## config.mk

```make
export PLATFORM = sky130hd
export DESIGN_NAME = id_ex_reg_escalar
export DESIGN_NICKNAME = d
export VERILOG_FILES = /design/src/rtl/id_ex_reg_escalar.sv
export SDC_FILE = /design/constraint.sdc
export NUM_CORES = 1
export LEC_CHECK = 0
export CORE_AREA = 2 2 123 125
export DETAILED_ROUTE_END_ITERATION = 10
export DIE_AREA = 0 0 125 127
export PLACE_DENSITY = 0.84
export RECOVER_POWER = 25
export SLEW_MARGIN = 20
export SYNTH_ARGS = -nofsm -noshare
export SYNTH_HDL_FRONTEND = slang
export SYNTH_SLANG_ARGS = --single-unit
export TNS_END_PERCENT = 5
```

## constraint.sdc

```tcl
create_clock -name clk -period 3.85 [get_ports clk]
set_input_delay 0.5775 -clock clk [delete_from_list [all_inputs] [get_ports clk]]
set_output_delay 0.5775 -clock clk [all_outputs]
set_load 0.005 [all_outputs]
```

## src/rtl/id_ex_reg_escalar.sv

```systemverilog
// Decode-to-execute pipeline register: 2-entry skid buffer with writeback bypass on capture
// and writeback snooping of every buffered operand so held bundles never go stale.
module id_ex_reg_escalar #(
  parameter int REGISTERS = 32,
  parameter int WIDTH     = 16,
  parameter int CTRL_W    = 8
) (
  input  logic                         clk,
  input  logic                         rst_n,
  input  logic                         flush,
  input  logic                         in_valid,
  output logic                         in_ready,
  input  logic [$clog2(REGISTERS)-1:0] in_a1,
  input  logic [$clog2(REGISTERS)-1:0] in_a2,
  input  logic [$clog2(REGISTERS)-1:0] in_a3,
  input  logic [WIDTH-1:0]             in_rd1,
  input  logic [WIDTH-1:0]             in_rd2,
  input  logic [WIDTH-1:0]             in_imm,
  input  logic [CTRL_W-1:0]            in_ctrl,
  input  logic                         wb_we,
  input  logic [$clog2(REGISTERS)-1:0] wb_a3,
  input  logic [WIDTH-1:0]             wb_wd3,
  output logic                         out_valid,
  input  logic                         out_ready,
  output logic [WIDTH-1:0]             out_op1,
  output logic [WIDTH-1:0]             out_op2,
  output logic [WIDTH-1:0]             out_imm,
  output logic [CTRL_W-1:0]            out_ctrl,
  output logic [$clog2(REGISTERS)-1:0] out_a3
);

  localparam int AW = $clog2(REGISTERS);

  typedef struct packed {
    logic [AW-1:0]     a1;
    logic [AW-1:0]     a2;
    logic [AW-1:0]     a3;
    logic [WIDTH-1:0]  op1;
    logic [WIDTH-1:0]  op2;
    logic [WIDTH-1:0]  imm;
    logic [CTRL_W-1:0] ctrl;
  } entry_t;

  // Register file reads combinationally before its posedge write lands, so forward it here.
  function automatic logic [WIDTH-1:0] capture_op(
    input logic [AW-1:0] a, input logic [WIDTH-1:0] rd,
    input logic we, input logic [AW-1:0] wa, input logic [WIDTH-1:0] wd
  );
    if (a == '0)
      return '0;
    if (we && (wa == a))
      return wd;
    return rd;
  endfunction

  function automatic entry_t snoop(
    input entry_t e, input logic we, input logic [AW-1:0] wa, input logic [WIDTH-1:0] wd
  );
    entry_t r;
    r = e;
    if (we && (wa != '0)) begin
      if (e.a1 == wa) r.op1 = wd;
      if (e.a2 == wa) r.op2 = wd;
    end
    return r;
  endfunction

  entry_t main_q, main_d, skid_q, skid_d;
  entry_t cap, main_snp, skid_snp;
  logic   main_valid_q, main_valid_d;
  logic   skid_valid_q, skid_valid_d;
  logic   accept, emit;

  assign in_ready  = !skid_valid_q;
  assign out_valid = main_valid_q;
  assign accept    = in_valid && in_ready && !flush;
  assign emit      = main_valid_q && out_ready;

  always_comb begin
    cap      = '0;
    cap.a1   = in_a1;
    cap.a2   = in_a2;
    cap.a3   = in_a3;
    cap.op1  = capture_op(in_a1, in_rd1, wb_we, wb_a3, wb_wd3);
    cap.op2  = capture_op(in_a2, in_rd2, wb_we, wb_a3, wb_wd3);
    cap.imm  = in_imm;
    cap.ctrl = in_ctrl;
    main_snp = snoop(main_q, wb_we, wb_a3, wb_wd3);
    skid_snp = snoop(skid_q, wb_we, wb_a3, wb_wd3);
  end

  always_comb begin
    main_d       = main_snp;
    skid_d       = skid_snp;
    main_valid_d = main_valid_q;
    skid_valid_d = skid_valid_q;
    if (flush) begin
      main_valid_d = 1'b0;
      skid_valid_d = 1'b0;
    end else begin
      case ({main_valid_q, skid_valid_q})
        2'b00: begin
          if (accept) begin
            main_d       = cap;
            main_valid_d = 1'b1;
          end
        end
        2'b10: begin
          if (emit && accept) begin
            main_d = cap;
          end else if (emit) begin
            main_valid_d = 1'b0;
          end else if (accept) begin
            skid_d       = cap;
            skid_valid_d = 1'b1;
          end
        end
        2'b11: begin
          if (emit) begin
            main_d       = skid_snp;
            skid_valid_d = 1'b0;
          end
        end
        default: begin
          main_valid_d = 1'b0;
          skid_valid_d = 1'b0;
        end
      endcase
    end
  end

  always_ff @(posedge clk or negedge rst_n) begin
    if (!rst_n) begin
      main_q       <= '0;
      skid_q       <= '0;
      main_valid_q <= 1'b0;
      skid_valid_q <= 1'b0;
    end else begin
      main_q       <= main_d;
      skid_q       <= skid_d;
      main_valid_q <= main_valid_d;
      skid_valid_q <= skid_valid_d;
    end
  end

  assign out_op1  = main_q.op1;
  assign out_op2  = main_q.op2;
  assign out_imm  = main_q.imm;
  assign out_ctrl = main_q.ctrl;
  assign out_a3   = main_q.a3;

endmodule

```

# == Word-level counts from Yosys, hierarchy flattened ==
# Cells that the tools add are included.
# word_totals
mem_bits_rw,0
register_bits,144
n_memories,0
in_bits,98
romBits,0
latch_bits,0
elab_cells,95
output_inout_bits,63
# op_classes
reduce_logical,18
n_lt_le_gt_ge,0
n_eq_ne,19
n_shift,0
bitwise,3
div_mod_pow,0
add_sub_neg,0
n_mux,39
multipliers,0
# ops
operator,n
2-to-1 mux 56 bit,6
2-to-1 mux 71 bit,3
one-hot mux 71 bit (3 select lines),1
2-to-1 mux 16 bit,12
2-to-1 mux 32 bit,2
== test 5 bit,6
!= test 3 bit (second input constant),6
AND reduction 5 bit,3
2-to-1 mux 1 bit,13
zero test 5 bit,2
!= test 2 bit (second input constant),5
logical AND 1 bit,7
one-hot mux 1 bit (3 select lines),2
nonzero test 5 bit,1
== test 2 bit (second input constant),2
AND reduction 4 bit,1
NOT 1 bit,3
nonzero test 3 bit,1
zero test 1 bit,2
zero test 2 bit,1

# == Longest topological paths before layout ==
# Gate-level depths: netlist of run 1.
# depth
word_depth,11
ltp_mapped,7
depth_no_buf,5

# == Worst setup path before layout of run 1 ==
# Ideal clock, no wire load.
# synth_timing
kind,input to register
start,input port wb_a3[4]
end,register main_q (netlist bit out_op1[14])
required_ns,3.687
t_arrival_ns,2.117
setup_ns,0.163
path_buffers,2
setup_slack_ns,1.570
cell_stages,7
cell_sequence,buf_4 > or4_4 > o21ai_4 > nor4_4 > buf_8 > mux2i_1 > o221ai_1
# synth_lines
item,line_no,rtl
start: declaration,21,"input logic [$clog2(REGISTERS)-1:0] wb_a3,"
end signal: assignment,139,main_q <= main_d;
end: declaration,68,"entry_t main_q, main_d, skid_q, skid_d;"

==> flow_metrics.env, run 1 <==
export IMPL_status="finished, final reports clean"
export IMPL_viasPerCell=6.19
export IMPL_leakagePower_nw=4.01
export IMPL_worst_pin_slew_ps=1140
export IMPL_antenna_found_initial=0
export IMPL_hold_path_class="in2async"
export IMPL_core_sq_um=14400
export IMPL_synthDistinctLibCells=38
export IMPL_post_cts_resized=0
export IMPL_crit_type="in2reg"
export IMPL_crit_start="wb_a3[3]"
export IMPL_nets=916
export IMPL_cts_sinks=144
export IMPL_gp_congestion=0.881
export IMPL_ys_ff_latch=144
export IMPL_cp_arrival_ps=2930
export IMPL_initial_core_util_pct=54.6
export IMPL_finalHoldViolCount=0
export IMPL_grt_overflow=0
export IMPL_dieWidth_um=125
export IMPL_ant_nets=0
export IMPL_grt_use_total_pct=25.6
export IMPL_clock_fmax_mhz=377
export IMPL_fin_skew_ps=7.66
export IMPL_final_cell_mix="clkdlybuf4s50_1 (159), dfrtp_1 (144), nor2_1 (78)"
export IMPL_swShare_pct=28.6
export IMPL_setup_viol=0
export IMPL_wirelength_um=20300
export IMPL_synth_cells=735
export IMPL_slew_viol_final=0
export IMPL_seqPwrFrac_pct=43.2
export IMPL_finalPower_w=0.00498
export IMPL_first_global_vias=6457
export IMPL_grt_max_degree=115
export IMPL_io_buffers=160
export IMPL_drc_errors=0
export IMPL_vias=6280
export IMPL_dieArea_sq_um=15900
export IMPL_clock_latency_ps=430
export IMPL_power_density_nw_per_um2=511
export IMPL_postCtsHoldBufs=0
export IMPL_worstPathRequired_ps=4120
export IMPL_switchingPower_w=0.00143
export IMPL_finalCriticalPeriod_ps=2650
export IMPL_final_common_cell="clkdlybuf4s50_1"
export IMPL_synth_fp_nets=833
export IMPL_start_kind="input pin"
export IMPL_syn_avg_cell_area_sq_um=10.7
export IMPL_htreeDepth=4
export IMPL_synthesis_area_sq_um=7870
export IMPL_drive_gt1_share_pct=9.27
export IMPL_fill_cells=1052
export IMPL_reg2reg_from="skid_valid_q"
export IMPL_fin_util_pct=67.6
export IMPL_drv_cap=0
export IMPL_worst_ir_drop_vdd_v=0.000297
export IMPL_cp_max_fo=16
export IMPL_diodes=0
export IMPL_slew_headroom_pct=23.6
export IMPL_grt_first_pass_wirelength_um=32900
export IMPL_critPathCaptureType="register"
export IMPL_area_delta_synth_final_pct=23.9
export IMPL_post_route_period_util_pct=68.9
export IMPL_cts_setup_buffers=0
export IMPL_seq_area_frac_synth_pct=45.8
export IMPL_cts_buffers=17
export IMPL_max_clock_path_buffers=2
export IMPL_root_buffer="clkbuf_16"
export IMPL_internal_power_w=0.00356
export IMPL_ios=161
export IMPL_fin_setup_tns_ps=0
export IMPL_yosys_warnings=0
export IMPL_cts_tree="yes"
export IMPL_rows=44
export IMPL_comb_power_share_pct=24.3
export IMPL_dp_hpwl_um=13300
export IMPL_rsz0062_at_grt="no"
export IMPL_wl_per_cell_um=20.0
export IMPL_die_h_um=127
export IMPL_pwr_share_clk_pct=32.5
export IMPL_dr_first_iter_drc_count=541
export IMPL_clkTransAtPathRegs_ps=60
export IMPL_dr_pass1_iters=5
## synthesized netlist by cell type
master	count	area share [%]
nand3_1	4	0.25
o221ai_1	32	3.6
nor4_4	5	1.4
mux2_1	25	3.6
inv_1	1	0.048
and2_1	2	0.16
o21ai_0	32	2.0
o21a_1	2	0.19
buf_2	1	0.064
o21ai_1	34	2.2
mux2i_1	64	8.1
a21oi_1	1	0.064
inv_2	1	0.048
a21boi_0	32	3.1
nand4b_1	1	0.11
a221oi_1	39	4.3
nor2b_1	1	0.080
nor4_1	2	0.16
a211o_1	1	0.11
a21o_1	1	0.095
or4_1	2	0.19
a211oi_1	1	0.095
buf_4	65	6.2
o21ai_4	1	0.21
clkbuf_2	1	0.064
and3_1	33	2.6
buf_6	3	0.43
clkbuf_1	44	2.1
dfrtp_1	144	46
o21bai_1	33	3.1
nand2b_1	1	0.080
xnor2_1	14	1.6
buf_8	1	0.19
mux2_2	14	2.0
xor2_1	16	1.8
or4_4	1	0.14
nor3_1	2	0.13
nor2_1	78	3.7
## power groups by stage
stage          combinational [W]  sequential (W)  clock (W)
6_report                 0.00121         0.00215    0.00162
5_1_grt                  0.00133         0.00219    0.00170
4_1_cts                  0.00121         0.00215    0.00163
3_5_place_dp             0.00120         0.00216          0
3_3_place_gp             0.00114         0.00214          0
2_1_floorplan           0.000834         0.00209          0
## flip-flops by register name, summed over array words and instances (netlist names)
signal	flops
out_a3	5
skid_q	71
out_valid	1
skid_valid_q	1
out_ctrl	8
out_op2	16
out_op1	16
main_q	10
out_imm	16
## worst max-delay path, stage by stage
cell and delay [ps]:
clkdlybuf4s50_1 620, or4_4 640, o21ai_4 300, nor4_4 80, buf_4 240, mux2i_1 300
o221ai_1 160
## cell families after synthesis
logic type             synth area share [%]
AO/OA/AOI/OAI                          19.1
flip-flops                             45.8
AND/OR/NAND/NOR                        8.99
buffers and inverters                  9.14
multiplexers                           13.7
XOR/XNOR                               3.34
## final cells by class
class / count / area, sq um / share of cell area [%]
clock buffers: 19 / 443 / 4.54
clock inverters: 13 / 139 / 1.42
inverters: 2 / 7.51 / 0.0770
multi-input cells: 474 / 3580 / 36.7
flip-flops and latches: 144 / 3600 / 37.0
well taps: 184 / 230 / 2.36
repair buffers: 179 / 1750 / 17.9
## per-layer routing
layer  vias up  track usage (%)  wire, um
met4         0             9.67       397
li1       2807                -         -
met1      3112             33.2      8220
met5         -                0         0
met3        38             6.83      1850
met2       323             41.4      9860
## metrics by stage
step,setup WS (ps),cell area [sq um],instances,hold slack [ps]
global route,1090,9750,1015,356
detailed placement,798,9170,983,480
global placement,878,9170,983,468
finish,1200,9750,1015,293
floorplan,1570,7870,735,282
CTS,1240,9750,1015,357
## worst paths after layout
path | end | slack (ps) | cells past startpoint
max | out_op1[1] | 1200 | 7
min | out_op2[8] | 290 | 1
max reg2reg | skid_q[67] | 1730 | 4
min reg2reg | skid_q[56] | 490 | 1
max in group asynchronous | out_imm[2] | 2740 | 2
min in group clk | skid_q[56] | 490 | 1
Power figures use the tool's default switching activity.
==> run 2: changes to the inputs <==
--- a/config.mk
+++ b/config.mk
@@ -5,10 +5,10 @@
 export SDC_FILE = /design/constraint.sdc
 export NUM_CORES = 1
 export LEC_CHECK = 0
-export CORE_AREA = 2 2 123 125
+export CORE_AREA = 2 2 133 135
 export DETAILED_ROUTE_END_ITERATION = 10
-export DIE_AREA = 0 0 125 127
-export PLACE_DENSITY = 0.84
+export DIE_AREA = 0 0 135 137
+export PLACE_DENSITY = 0.76
 export RECOVER_POWER = 25
 export SLEW_MARGIN = 20
 export SYNTH_ARGS = -nofsm -noshare
==> constraint.sdc (replaced) <==
create_clock -name clk -period 2.3 [get_ports clk]
set_input_delay 0.345 -clock clk [delete_from_list [all_inputs] [get_ports clk]]
set_output_delay 0.345 -clock clk [all_outputs]
set_load 0.005 [all_outputs]
==> flow_metrics.env, run 2 (synthesized netlist as in run 1, its figures left out) <==
export IMPL_post_route_period_util_pct=91.6
export IMPL_ios=161
export IMPL_power_density_nw_per_um2=847
export IMPL_vias=6125
export IMPL_grt_max_degree=52
export IMPL_fill_cells=1422
export IMPL_worst_ir_drop_vdd_v=0.000579
export IMPL_max_clock_path_buffers=2
export IMPL_fin_setup_tns_ps=0
export IMPL_slew_headroom_pct=11.6
export IMPL_worst_slack_ps=193
export IMPL_crit_type="in2reg"
export IMPL_dr_first_iter_drc_count=360
export IMPL_clock_fmax_mhz=475
export IMPL_fin_skew_ps=17.1
export IMPL_critPathCaptureType="register"
export IMPL_status="finished, final reports clean"
export IMPL_worst_pin_slew_ps=1330
export IMPL_diodes=0
export IMPL_die_h_um=137
export IMPL_cp_max_fo=16
export IMPL_dieWidth_um=135
export IMPL_placed_cells=1049
export IMPL_finalCriticalPeriod_ps=2110
export IMPL_r2r_slack_ps=240
export IMPL_drc_errors=0
export IMPL_cts_sinks=144
export IMPL_final_common_cell="clkdlybuf4s50_1"
export IMPL_setup_viol=0
export IMPL_root_buffer="clkbuf_16"
export IMPL_area_delta_synth_final_pct=29.6
export IMPL_finalPower_w=0.00864
export IMPL_start_kind="input pin"
export IMPL_cts_buffers=17
export IMPL_antenna_found_initial=0
export IMPL_finalHoldViolCount=0
export IMPL_nets=942
export IMPL_drv_cap=0
export IMPL_final_cell_mix="clkdlybuf4s50_1 (159), dfrtp_1 (144), nor2_1 (78)"
export IMPL_viasPerCell=5.66
export IMPL_pre_cts_ws_ps=-218
export IMPL_wirelength_um=21100
export IMPL_io_buffers=160
export IMPL_grt_use_total_pct=24.0
export IMPL_htreeDepth=4
export IMPL_leakagePower_nw=4.23
export IMPL_grt_overflow=0
export IMPL_clock_latency_ps=430
export IMPL_initial_core_util_pct=46.2
export IMPL_slew_viol_final=0
export IMPL_wl_per_cell_um=19.5
export IMPL_fin_util_pct=59.8
export IMPL_clkTransAtPathRegs_ps=60
export IMPL_largest_register_ffs=71
export IMPL_drive_gt1_share_pct=11.9
export IMPL_rsz0062_at_grt="no"
export IMPL_dieArea_sq_um=18500
export IMPL_final_cells=1082
export IMPL_worstPathRequired_ps=2580
export IMPL_dp_hpwl_um=13900
export IMPL_ant_nets=0
export IMPL_cts_tree="yes"
export IMPL_dr_pass1_iters=5
export IMPL_grt_first_pass_wirelength_um=34400
export IMPL_rows=48
export IMPL_cp_arrival_ps=2390
export IMPL_first_global_vias=6373
export IMPL_core_sq_um=17100
export IMPL_gp_congestion=0.836
export IMPL_regMostFlops="skid_q"
export IMPL_hold_path_class="reg2reg"
[run 2: cell types whose count changed in the layout (fill, tap and decap cells not counted)]
cell / delta
clkinv_4: -1
clkbuf_8: +2
dlygate4sd3_1: +1
buf_12: +12
clkbuf_2: +1
inv_6: -1
buf_4: +13
bufinv_16: +2
clkinv_2: +1
clkinvlp_4: -4
[run 2: repair_timing]
action,CTS,global route
hold endpoints to repair,48,0
gates resized for setup,0,0
hold buffers,1,0
buffers inserted,0,0
endpoints found under the setup margin,0,0
[run 2: layer usage]
metal	track usage, %	vias up	share of wire [%]
met3	7.78	15	8.8
met5	0	-	0
li1	-	2864	-
met2	37.8	238	47
met1	31.6	3008	43
met4	7.58	0	1.6
[run 2: power breakdown]
part / switching [W] / total (W) / internal (W)
clock: 0.00105 / 0.00297 / 0.00192
sequential: 0.000345 / 0.00358 / 0.00324
combinational: 0.000941 / 0.00209 / 0.00115
total: 0.00234 / 0.00864 / 0.00631
[run 2: critical path: stages]
cell             delay [ps]
clkdlybuf4s50_1         530
buf_4                   180
xnor2_1                 120
nand3_1                 160
nor4_4                  370
buf_12                  220
mux2i_1                 280
o221ai_1                150
[run 2: path summary, 6_finish.rpt]
| check | start | end | cells after the start |
|---|---|---|---|
| worst max-delay path | wb_a3[0] | out_op1[2] | 8 |
| worst min-delay path | skid_q[58] | skid_q[58] | 1 |
| worst max register to register | skid_valid_q | out_op2[2] | 5 |
| worst min register to register | skid_q[58] | skid_q[58] | 1 |
| max in group asynchronous | rst_n | out_valid | 3 |
| min in group asynchronous | rst_n | out_op1[7] | 2 |
[run 2: area by class of cell]
cell class / count / area (sq um) / area share (%)
Clock buffer: 22 / 484 / 4.75
Clock inverter: 10 / 156 / 1.53
Inverter: 2 / 7.51 / 0.0736
Multi-Input combinational cell: 474 / 3580 / 35.1
Sequential cell: 144 / 3600 / 35.3
Tap cell: 225 / 282 / 2.76
Timing Repair Buffer: 205 / 2090 / 20.5
[run 2: per-stage QoR]
step / hold slack, ps / area (sq um)
after detailed placement: 327 / 9560
after floorplan: 49.4 / 7870
final: 487 / 10200
after global placement: 331 / 9560
after global routing: 508 / 10200
after CTS: 462 / 10200
==> run 3: changes to the inputs <==
--- a/config.mk
+++ b/config.mk
@@ -5,6 +5,7 @@
 export SDC_FILE = /design/constraint.sdc
 export NUM_CORES = 1
 export LEC_CHECK = 0
+export CAP_MARGIN = 10
 export CORE_AREA = 2 2 133 135
 export DETAILED_ROUTE_END_ITERATION = 10
 export DIE_AREA = 0 0 135 137
==> results of run 3 <==
Final layout, timing and power as in run 2 (identical DEF).
